==> src/rtl/mem_port_arbiter.sv <==
`default_nettype none
// ============================================================================
//  Module   : mem_port_arbiter
//  Purpose  : Shares one single-ported memory between the IFU and the LSU,
//             one transaction at a time, with starvation guard and watchdog.
//  Revision : 1.0  initial release
// ============================================================================
module mem_port_arbiter #(
    parameter int STARVE_MAX = 3,
    parameter int TIMEOUT    = 16
) (
    input  logic        clk,
    input  logic        rst_n,
    // instruction fetch port
    input  logic        if_req,
    input  logic [31:0] if_addr,
    output logic [31:0] if_rdata,
    output logic        if_ack,
    output logic        if_err,
    // load/store port
    input  logic        ls_req,
    input  logic        ls_we,
    input  logic [3:0]  ls_mask,
    input  logic [31:0] ls_addr,
    input  logic [31:0] ls_wdata,
    output logic [31:0] ls_rdata,
    output logic        ls_ack,
    output logic        ls_err,
    // memory port
    output logic        mem_req,
    output logic        mem_we,
    output logic [3:0]  mem_mask,
    output logic [31:0] mem_addr,
    output logic [31:0] mem_wdata,
    input  logic [31:0] mem_rdata,
    input  logic        mem_ack,
    output logic        busy
);

    localparam int                   c_TIMER_W    = $clog2(TIMEOUT);
    localparam logic [c_TIMER_W-1:0] c_TIMER_LAST = c_TIMER_W'(TIMEOUT - 1);
    localparam logic [c_TIMER_W-1:0] c_TIMER_ONE  = c_TIMER_W'(1);
    localparam logic [3:0]           c_STARVE_MAX = 4'(STARVE_MAX);

    typedef enum logic [1:0] {
        S_IDLE    = 2'd0,
        S_BUSY_IF = 2'd1,
        S_BUSY_LS = 2'd2
    } state_t;

    state_t               r_state,      w_state_nxt;
    logic [3:0]           r_starve_cnt, w_starve_cnt_nxt;
    logic [c_TIMER_W-1:0] r_timer,      w_timer_nxt;

    logic                 r_mem_we,     w_mem_we_nxt;
    logic [3:0]           r_mem_mask,   w_mem_mask_nxt;
    logic [31:0]          r_mem_addr,   w_mem_addr_nxt;
    logic [31:0]          r_mem_wdata,  w_mem_wdata_nxt;

    logic                 r_if_ack,     w_if_ack_nxt;
    logic                 r_if_err,     w_if_err_nxt;
    logic [31:0]          r_if_rdata,   w_if_rdata_nxt;
    logic                 r_ls_ack,     w_ls_ack_nxt;
    logic                 r_ls_err,     w_ls_err_nxt;
    logic [31:0]          r_ls_rdata,   w_ls_rdata_nxt;

    logic w_busy;
    logic w_if_elig;
    logic w_ls_elig;
    logic w_grant_if;
    logic w_grant_ls;
    logic w_timeout;
    logic w_done;

    // A requester being acked this cycle still holds req; masking it here
    // keeps it from being granted a second, phantom transaction.
    assign w_if_elig  = if_req & ~r_if_ack;
    assign w_ls_elig  = ls_req & ~r_ls_ack;
    assign w_busy     = (r_state != S_IDLE);
    assign w_grant_if = (r_state == S_IDLE) && w_if_elig &&
                        (!w_ls_elig || (r_starve_cnt == c_STARVE_MAX));
    assign w_grant_ls = (r_state == S_IDLE) && w_ls_elig && !w_grant_if;
    assign w_timeout  = (r_timer == c_TIMER_LAST);
    assign w_done     = w_busy && (mem_ack || w_timeout);

    always_comb begin
        w_state_nxt      = r_state;
        w_starve_cnt_nxt = r_starve_cnt;
        w_timer_nxt      = r_timer;
        w_mem_we_nxt     = r_mem_we;
        w_mem_mask_nxt   = r_mem_mask;
        w_mem_addr_nxt   = r_mem_addr;
        w_mem_wdata_nxt  = r_mem_wdata;
        w_if_ack_nxt     = 1'b0;
        w_if_err_nxt     = 1'b0;
        w_if_rdata_nxt   = r_if_rdata;
        w_ls_ack_nxt     = 1'b0;
        w_ls_err_nxt     = 1'b0;
        w_ls_rdata_nxt   = r_ls_rdata;

        case (r_state)
            S_IDLE: begin
                if (w_grant_if) begin
                    w_state_nxt      = S_BUSY_IF;
                    w_timer_nxt      = '0;
                    w_starve_cnt_nxt = '0;
                    w_mem_we_nxt     = 1'b0;
                    w_mem_mask_nxt   = 4'b0000;
                    w_mem_addr_nxt   = if_addr;
                    w_mem_wdata_nxt  = 32'h0;
                end else if (w_grant_ls) begin
                    w_state_nxt      = S_BUSY_LS;
                    w_timer_nxt      = '0;
                    w_mem_we_nxt     = ls_we;
                    w_mem_mask_nxt   = ls_we ? ls_mask : 4'b0000;
                    w_mem_addr_nxt   = ls_addr;
                    w_mem_wdata_nxt  = ls_wdata;
                    if (w_if_elig && (r_starve_cnt != c_STARVE_MAX)) begin
                        w_starve_cnt_nxt = r_starve_cnt + 4'd1;
                    end
                end
            end

            S_BUSY_IF: begin
                if (w_done) begin
                    // A real ack in the final watchdog cycle beats the timeout.
                    w_state_nxt    = S_IDLE;
                    w_timer_nxt    = '0;
                    w_if_ack_nxt   = 1'b1;
                    w_if_err_nxt   = ~mem_ack;
                    w_if_rdata_nxt = mem_ack ? mem_rdata : 32'h0;
                end else begin
                    w_timer_nxt    = r_timer + c_TIMER_ONE;
                end
            end

            S_BUSY_LS: begin
                if (w_done) begin
                    w_state_nxt    = S_IDLE;
                    w_timer_nxt    = '0;
                    w_ls_ack_nxt   = 1'b1;
                    w_ls_err_nxt   = ~mem_ack;
                    w_ls_rdata_nxt = (mem_ack && !r_mem_we) ? mem_rdata : 32'h0;
                end else begin
                    w_timer_nxt    = r_timer + c_TIMER_ONE;
                end
            end

            default: begin
                w_state_nxt = S_IDLE;
                w_timer_nxt = '0;
            end
        endcase
    end

    always_ff @(posedge clk or negedge rst_n) begin
        if (!rst_n) begin
            r_state      <= S_IDLE;
            r_starve_cnt <= '0;
            r_timer      <= '0;
            r_mem_we     <= 1'b0;
            r_mem_mask   <= 4'b0000;
            r_mem_addr   <= 32'h0;
            r_mem_wdata  <= 32'h0;
            r_if_ack     <= 1'b0;
            r_if_err     <= 1'b0;
            r_if_rdata   <= 32'h0;
            r_ls_ack     <= 1'b0;
            r_ls_err     <= 1'b0;
            r_ls_rdata   <= 32'h0;
        end else begin
            r_state      <= w_state_nxt;
            r_starve_cnt <= w_starve_cnt_nxt;
            r_timer      <= w_timer_nxt;
            r_mem_we     <= w_mem_we_nxt;
            r_mem_mask   <= w_mem_mask_nxt;
            r_mem_addr   <= w_mem_addr_nxt;
            r_mem_wdata  <= w_mem_wdata_nxt;
            r_if_ack     <= w_if_ack_nxt;
            r_if_err     <= w_if_err_nxt;
            r_if_rdata   <= w_if_rdata_nxt;
            r_ls_ack     <= w_ls_ack_nxt;
            r_ls_err     <= w_ls_err_nxt;
            r_ls_rdata   <= w_ls_rdata_nxt;
        end
    end

    // mem_req/busy decode straight from state so reset drops them at once.
    assign mem_req   = w_busy;
    assign busy      = w_busy;
    assign mem_we    = r_mem_we;
    assign mem_mask  = r_mem_mask;
    assign mem_addr  = r_mem_addr;
    assign mem_wdata = r_mem_wdata;
    assign if_ack    = r_if_ack;
    assign if_err    = r_if_err;
    assign if_rdata  = r_if_rdata;
    assign ls_ack    = r_ls_ack;
    assign ls_err    = r_ls_err;
    assign ls_rdata  = r_ls_rdata;

endmodule
`default_nettype wire

==> config.mk <==
export PLATFORM = sky130hd
export DESIGN_NAME = mem_port_arbiter
export DESIGN_NICKNAME = d
export VERILOG_FILES = /design/src/rtl/mem_port_arbiter.sv
export SDC_FILE = /design/constraint.sdc
export NUM_CORES = 1
export LEC_CHECK = 0
export CAP_MARGIN = 25
export CORE_AREA = 5 5 145 119
export DETAILED_ROUTE_END_ITERATION = 16
export DIE_AREA = 0 0 150 124
export GPL_TIMING_DRIVEN = 0
export HOLD_SLACK_MARGIN = 0.06
export PLACE_DENSITY = 0.73
export SYNTH_ARGS = -nofsm -noshare
export SYNTH_HDL_FRONTEND = slang
export SYNTH_SLANG_ARGS = --single-unit
==> constraint.sdc <==
create_clock -name clk -period 2.6 [get_ports clk]
set_input_delay 0.78 -clock clk [delete_from_list [all_inputs] [get_ports clk]]
set_output_delay 0.78 -clock clk [all_outputs]
set_load 0.005 [all_outputs]
# After elaboration in Yosys (flattened, before gate mapping)
# Cells that the tools add are included.
# totals
regBits	147
input_bits	138
# classes
eq_ne	7
n_reduce_logical	22
n_bitwise	5
n_mux	28
n_addsub	2
# ops
operator	n
$mux 32	6
$mux 4	9
$add 4x1->4 const B	2
$mux 1	8
$pmux 4 s2	1
$reduce_and 2->1	4
$logic_and 1x1->1	7
$mux 2	3
$reduce_bool 2->1	3
$eq 4x2->1 const B	1
$eq 4x4->1 const B	1
$ne 4x2->1 const B	1
$pmux 2 s2	1
$logic_not 1->1	3
$ne 3x3->1 const B	1
$not 1->1	3
$reduce_and 3->1	1
$and 1x1->1	2
$eq 2x1->1 const B	1
$eq 2x2->1 const B	1
$logic_not 2->1	1
$logic_or 1x1->1	2
$ne 2x1->1 const B	1
$reduce_or 2->1	1

# Depth between registers and ports, before layout
# logic_depth
ltp_word	10
mapped_depth	8
mapped_depth_nobuf	6

# Least setup slack after synthesis
# No wires, ideal clock.
# synth_timing
kind	input to register
startpoint	input ls_req
endpoint	register r_mem_wdata[0] (netlist: mem_wdata[0])
setup_time_ns	0.121
required_ns	2.479
n_path_buf	3
arrival_time_ns	1.885
slack_ns	0.594
cell_stages	7
cell_sequence	nand2b_1 > buf_2 > or2_1 > and2_1 > buf_2 > buf_6 > a22o_1
# synth_between
elab_chain_len	8
elab_cells_between_ends	10
classes_between	mux (1); bitwise (1); reduce/logical (8)
# synth_rtl
item	line_no	rtl
start: declaration	21	input logic ls_req,
$and 1x1->1 *	78	assign w_ls_elig = ls_req & ~r_ls_ack;
$logic_not 1->1	81	(!w_ls_elig || (r_starve_cnt == c_STARVE_MAX));
$logic_or 1x1->1	81	
$logic_and 1x1->1	80	assign w_grant_if = (r_state == S_IDLE) && w_if_elig &&
$logic_not 1->1	82	assign w_grant_ls = (r_state == S_IDLE) && w_ls_elig && !w_grant_if;
$logic_and 1x1->1	82	
$reduce_bool 2->1 (no line)	n/a	
$reduce_and 2->1 (no line)	n/a	
end signal: assignment	178	r_mem_wdata <= w_mem_wdata_nxt;
end: declaration	58	logic [31:0] r_mem_wdata, w_mem_wdata_nxt;
# Mark *: on every way between the ends. The rest lies on a longest branch, timed or not.
# A chain may end at the register's enable or synchronous reset.

# Worst setup path after layout
# layout_timing
startpoint	register r_state[1]
endpoint	output mem_req
# layout_between
elab_chain_len	1
# layout_rtl
item	line_no	rtl
start: declaration	51	state_t r_state, w_state_nxt;
start signal: assignment	172	r_state <= w_state_nxt;
$reduce_bool 2->1	79	assign w_busy = (r_state != S_IDLE);
end: declaration	30	output logic mem_req,
# No other way between the ends.

==> summary.md <==
| Metric | Value |
|---|---|
| Outcome | `completed` |
| Iter 0 DRT Violations | `244` |
| R2R Path End | `mem_addr[18]` |
| Antenna Nets Post-Route | `0` |
| Seq cells post-synth | `147` |
| Synth area leaders | `dfrtp_1 65%, a22o_1 15%, a221o_1 5.7%, and3_1 3.8%, clkbuf_1 1.6%` |
| CP Cell Sequence | `inv_2 > ha_4 > inv_4 > buf_4 > clkdlybuf4s50_1` |
| Initial Utilization | `36.3%` |
| Yosys top cell area share | `65.0%` |
| Max Clk Rate | `399 MHz` |
| Share of cells above drive strength 1 | `7.52%` |
| Final Cycle Share | `96.3%` |
| Avg Cell Area, Syn | `13.8 um^2` |
| Synth area leader | `dfrtp_1` |
| Post-DP HPWL | `13.1 mm` |
| # IOs | `277` |
| Die width | `150 um` |
| Max Slew Vio Count | `0` |
| WL/cell | `19.1 um` |
| Clock slew at reported path FFs | `60 ps` |
| Total net switching power | `3340 uW` |
| GR Util All Layers | `18.9%` |
| Hold Crit Class | `input port to asynchronous set/reset pin` |
| Initial antenna violation count | `0` |
| Final Util | `59.8%` |
| Worst EP required | `1820 ps` |
| Post-Synthesis Cells | `410` |
| Critical-path maximum fanout | `7` |
| Top_reg_cell synth | `dfrtp_1` |
| Num rows | `41` |
| Worst skew pair latency | `420 ps` |
| Share of the yosys chip area belonging to registers | `65.0%` |
| H-tree Lvls | `4` |
| Int Pwr | `7900 uW` |
| Vias per cell | `5.15` |
| Total clock sinks | `147` |
| Gate power share | `43.0%` |
| I/O Buffers | `276` |
| Hold Fails Final Rpt | `0` |
| WL final | `17.8 mm` |
| Post-synth top cells | `147 x dfrtp_1, 98 x a22o_1, 34 x and3_1, 32 x a221o_1, 24 x clkbuf_1` |
| Netlist Area Pre-Place | `0.00566 mm^2` |
| Grt total ovfl | `0` |
| Pwr Density | `1200 mW/mm^2` |
| CP endpoint kind | `output pin` |
| First-pass GRT wire length | `27.4 mm` |
| Post-synth ARST share | `100%` |
| Count leader, synth | `dfrtp_1` |
| Clock Tree Buf Depth | `2` |
| DRT Pass-1 Iters | `4` |
| Max stage delay on crit path | `480 ps` |
| CTS tree | `built` |
| Slowest library cell on the worst path | `clkdlybuf4s50_1` |
| Synth warn | `0` |
| Worst-margin pin slew | `705 ps` |
| Power Total | `11200 uW` |
| Endpoints failing setup | `0` |
| Worst setup SP type | `flip-flop` |
| Flop pwr share | `34.9%` |
| Clock skew | `6.53 ps` |
| CORE AREA | `0.0156 mm^2` |
| Number of global-route vias before repair | `5143` |
| Synthesized net count | `553` |
| Clock share of power | `22.1%` |
| # hold bufs at CTS | `0` |
| Die area | `0.0186 mm^2` |
| EDFF count, synth | `0` |
| Worst reg2reg path startpoint | `r_starve_cnt[0]` |
| Total number of vias | `4803` |
| RSZ-0062 raised after global routing | `no` |
| Lkg Pwr | `0.00414 uW` |
| Total CTS buffers | `17` |
| Inserted Diodes | `0` |
| Worst reg-to-reg path cell count | `5` |
| Tmin final | `2500 ps` |
| Residual DRC | `0` |
| WP data arrival | `1720 ps` |
| Final net count | `849` |
| Cell variety after synth | `34` |
| Clk root buf | `clkbuf_16` |
| Maxcap violations | `0` |
| Rel. slew slack | `52.9%` |
| Worst Setup Path Type | `flip-flop to output pin` |
| Peak supply drop | `0.000499 V` |
| Sw frac | `29.7%` |
| FF-to-FF setup slack | `410 ps` |
| RePlAce Congestion | `0.819` |
| Pin count of the biggest net entering global routing | `103` |
| Die height | `124 um` |
| Synthesis-to-layout area growth | `65.0%` |
[metrics by stage]
| stage | setup WS (ps) | TNS (ps) | std cells | hold slack (ps) | instance area, um^2 |
|---|---|---|---|---|---|
| detailed placement | -238 | -9930 | 902 | 486 | 8720 |
| floorplan | 594 | 0 | 410 | 476 | 5660 |
| global route | 27.2 | 0 | 933 | 295 | 9330 |
| finish | 95.9 | 0 | 933 | 274 | 9330 |
| CTS | 1.95 | 0 | 933 | 274 | 9330 |
| global placement | -4740 | -704490 | 901 | 478 | 8690 |
[placed cells by master, fill, tap and decap left out, types with 4 or more instances in the layout]
| cell | count |
|---|---|
| clkbuf_1 | 25 |
| o21ai_0 | 4 |
| nand2_1 | 8 |
| clkdlybuf4s50_1 | 275 |
| a32o_1 | 5 |
| dfrtp_1 | 147 |
| nor2_1 | 8 |
| clkbuf_16 | 17 |
| buf_6 | 4 |
| a221o_1 | 32 |
| buf_2 | 9 |
| ha_1 | 4 |
| a22o_1 | 98 |
| and3_1 | 34 |
[final cells by class]
type | count | area, um^2
inverters | 6 | 25.0
clock inverters | 12 | 158
multi-input cells | 220 | 1790
well taps | 215 | 269
repair buffers | 277 | 2790
clock buffers | 19 | 443
fillers | 1263 | 6260
plain buffers | 37 | 176
flip-flops and latches | 147 | 3680
[cell families after synthesis]
| family | share of synthesized area, % |
|---|---|
| DFF | 65.0 |
| buffers and inverters | 3.52 |
| and+or+nand+nor | 6.50 |
| adders and majority gates | 1.11 |
| muxes | 0.398 |
| AOI/OAI and AO/OA | 23.4 |
[state kept, by name (all words and copies together), names as in the netlist, 2 cells and up]
register,flops
if_rdata,32
ls_rdata,32
mem_addr,32
mem_wdata,32
mem_mask,4
r_starve_cnt,4
r_timer,4
r_state,2
[critical path: cells and delay by family, from the launching register on]
kind | cells | cell delay (ps)
buf+inv | 4 | 750
fa+ha+maj | 1 | 190
flops | 1 | 370
[worst max-delay path by stage]
| stage | from | endpoint |
|---|---|---|
| finish | r_state[1] | mem_req |
| floorplan | ls_req | mem_wdata[0] |
| global route | r_state[1] | mem_req |
| global placement | rst_n | if_rdata[5] |
| CTS | r_state[1] | mem_req |
| detailed placement | ls_req | mem_addr[10] |
[routing by layer]
layer	track usage [%]	vias up	routed length, um
met5	0	-	0
met4	8.17	0	393
met3	5.49	31	1430
met2	30.2	215	8560
met1	24.1	2370	7450
li1	-	2187	-
[repair_timing]
item,CTS,global route
endpoints found under the setup margin,2,1
gates resized for setup,2,3
endpoints found under the hold margin,0,0
setup buffers,0,0
[power by group through the flow]
stage / Clock [uW] / Combinational, uW / Sequential, uW
detailed placement: 0 / 4830 / 3920
floorplan: 0 / 1910 / 3940
global placement: 0 / 4740 / 3910
CTS: 2530 / 4890 / 3920
global route: 2630 / 5190 / 4040
finish: 2480 / 4830 / 3920
No activity file was read; power rests on OpenSTA's default activity.
==> patch: new RTL, same settings <==
Take the reset off `r_mem_addr` and load it in a clocked block of its own.
--- a/src/rtl/mem_port_arbiter.sv
+++ b/src/rtl/mem_port_arbiter.sv
@@ -161,5 +161,4 @@
             r_mem_we     <= 1'b0;
             r_mem_mask   <= 4'b0000;
-            r_mem_addr   <= 32'h0;
             r_mem_wdata  <= 32'h0;
             r_if_ack     <= 1'b0;
@@ -175,5 +174,4 @@
             r_mem_we     <= w_mem_we_nxt;
             r_mem_mask   <= w_mem_mask_nxt;
-            r_mem_addr   <= w_mem_addr_nxt;
             r_mem_wdata  <= w_mem_wdata_nxt;
             r_if_ack     <= w_if_ack_nxt;
@@ -184,4 +182,8 @@
             r_ls_rdata   <= w_ls_rdata_nxt;
         end
+    end
+
+    always_ff @(posedge clk) begin
+        r_mem_addr <= w_mem_addr_nxt;
     end
 
Behaviour: not the same (Yosys sat finds a counterexample within 4 cycles, from zero or initial values and one cycle with rst_n low).
==> patch against the unedited design <==
Setup slack improved by 0.020 ns; worst hold slack gained 0.096 ns; sequential cell count is the same; register-to-register slack got worse by 0.22 ns; wire length down 2.0%; power decreased by 5.3%; cell count decreased by 2.9%; synthesized area up 3.8%; design area is 2.8% higher; sequential share of layout area up 0.61 points; largest cell class unchanged; highest routed layer unchanged.
==> patch: results (changes against the unedited design) <==
.. list-table::
   :header-rows: 1

   * - Metric
     - Value
   * - Slew margin rel.
     - 59.72% (+6.8 points)
   * - Worst R2R Start
     - r_state[1]
   * - Worst setup endpoint
     - busy
   * - Sequential cell area
     - 3839 um2 (+4.4%)
   * - Drt via density
     - 5.004 (-2.8%)
   * - Leading post-synthesis cells by instance count
     - 115 x sky130_fd_sc_hd__dfrtp_1, 66 x sky130_fd_sc_hd__a22o_1, 37 x sky130_fd_sc_hd__a32o_1
   * - Worst ir drop on vdd
     - 0.0005545 V (+11%)
   * - Fraction of cell area in non-clock buffers
     - 31.66% (-0.14 points)
   * - Compound-cell area share of the yosys netlist
     - 17.73% (-5.7 points)
   * - Placed wire-length estimate
     - 13400 um (+2.0%)
   * - Clock buffer and inverter area fraction after layout
     - 6.170% (-0.27 points)
   * - Total power divided by cell area
     - 1110 nW/um2 (-7.8%)
   * - Area used by multi-input combinational logic
     - 1824 um2 (+1.8%)
   * - Worst-case setup slack after placement
     - -0.4509 ns (-0.2127 ns)
   * - Number of placed instances, taps included
     - 871 (-3.4%)
   * - Number of different library cells in the post-synthesis netlist
     - 37 (+8.8%)
   * - Cells taking the most area after synthesis
     - sky130_fd_sc_hd__dfrtp_1 49%, sky130_fd_sc_hd__edfxtp_1 16%, sky130_fd_sc_hd__a22o_1 9.8%
   * - Logic depth of the worst register-to-register path
     - 10 (+5)
   * - Count of routing violations after the opening detailed-route iteration
     - 234 (-4.1%)
   * - Logic pwr share
     - 40.6% (-2.4 points)
   * - Clock network power
     - 2.44 mW (-2%)
   * - Post-layout net count
     - 822 (-3.2%)
   * - Number of global-route vias before repair
     - 4844 (-5.8%)
   * - Post-cts resize count
     - 5 (+3)
   * - Count of plain and timing-repair buffers in the layout
     - 312 (-0.64%)
   * - Wire length of the first global-routing pass
     - 26390 um (-3.5%)
   * - Mux cell area share after synthesis
     - 8.440% (+8.0 points)
   * - Multi-input combinational cell count
     - 195 (-11%)
   * - Number of cells produced by synthesis
     - 378 (-7.8%)
   * - Worst EP arrival
     - 1.70 ns (-0.02 ns)
   * - Count of clock buffers in the final design
     - 20 (+1)
   * - Crit Path Max Fanout
     - 8 (+1)
   * - Fraction of synthesis flops using an asynchronous set or reset pin
     - 78.23% (-22 points)
   * - Post-DR wirelength/cell
     - 19.29 um (+0.90%)
   * - Register-to-register setup slack
     - 0.19 ns (-0.22 ns)
   * - WHS
     - 0.3700 ns (+0.09633 ns)
   * - Share of synthesized cell area in full adder, half adder and majority cells
     - 1.066% (-0.040 points)
   * - Status
     - finished clean
   * - Total standard cell area after synthesis
     - 5871 um2 (+3.8%)
   * - Critical register-to-register path endpoint
     - mem_addr[7]
   * - Post-synthesis net count
     - 521 (-5.8%)
   * - Layout cells sized above 1
     - 15.63% (+8.1 points)
[patch: cell types whose count changed after synthesis, sizes merged, moves of 19 or more]
| cell | change |
|---|---|
| a22o | -32 |
| mux2 | +32 |
| edfxtp | +32 |
| clkbuf | -19 |
| and3 | -32 |
| a221o | -32 |
| a32o | +32 |
| dfrtp | -32 |
[patch: worst max-delay path, cell delays in order (launching register included)]
cell                              delay (ns)
sky130_fd_sc_hd__dfrtp_1                0.35
sky130_fd_sc_hd__inv_1                  0.07
sky130_fd_sc_hd__ha_1                   0.19
sky130_fd_sc_hd__buf_6                  0.14
sky130_fd_sc_hd__inv_6                  0.06
sky130_fd_sc_hd__clkdlybuf4s50_1        0.49
[patch: metal layers]
metal  up-vias  share of wire [%]  track usage (%)
li1       2076                  -                -
met1      2254                 40            22.28
met2       190                 50            31.79
met3        14                8.4            6.257
met4         0               0.91            4.800
met5         -                  0                0
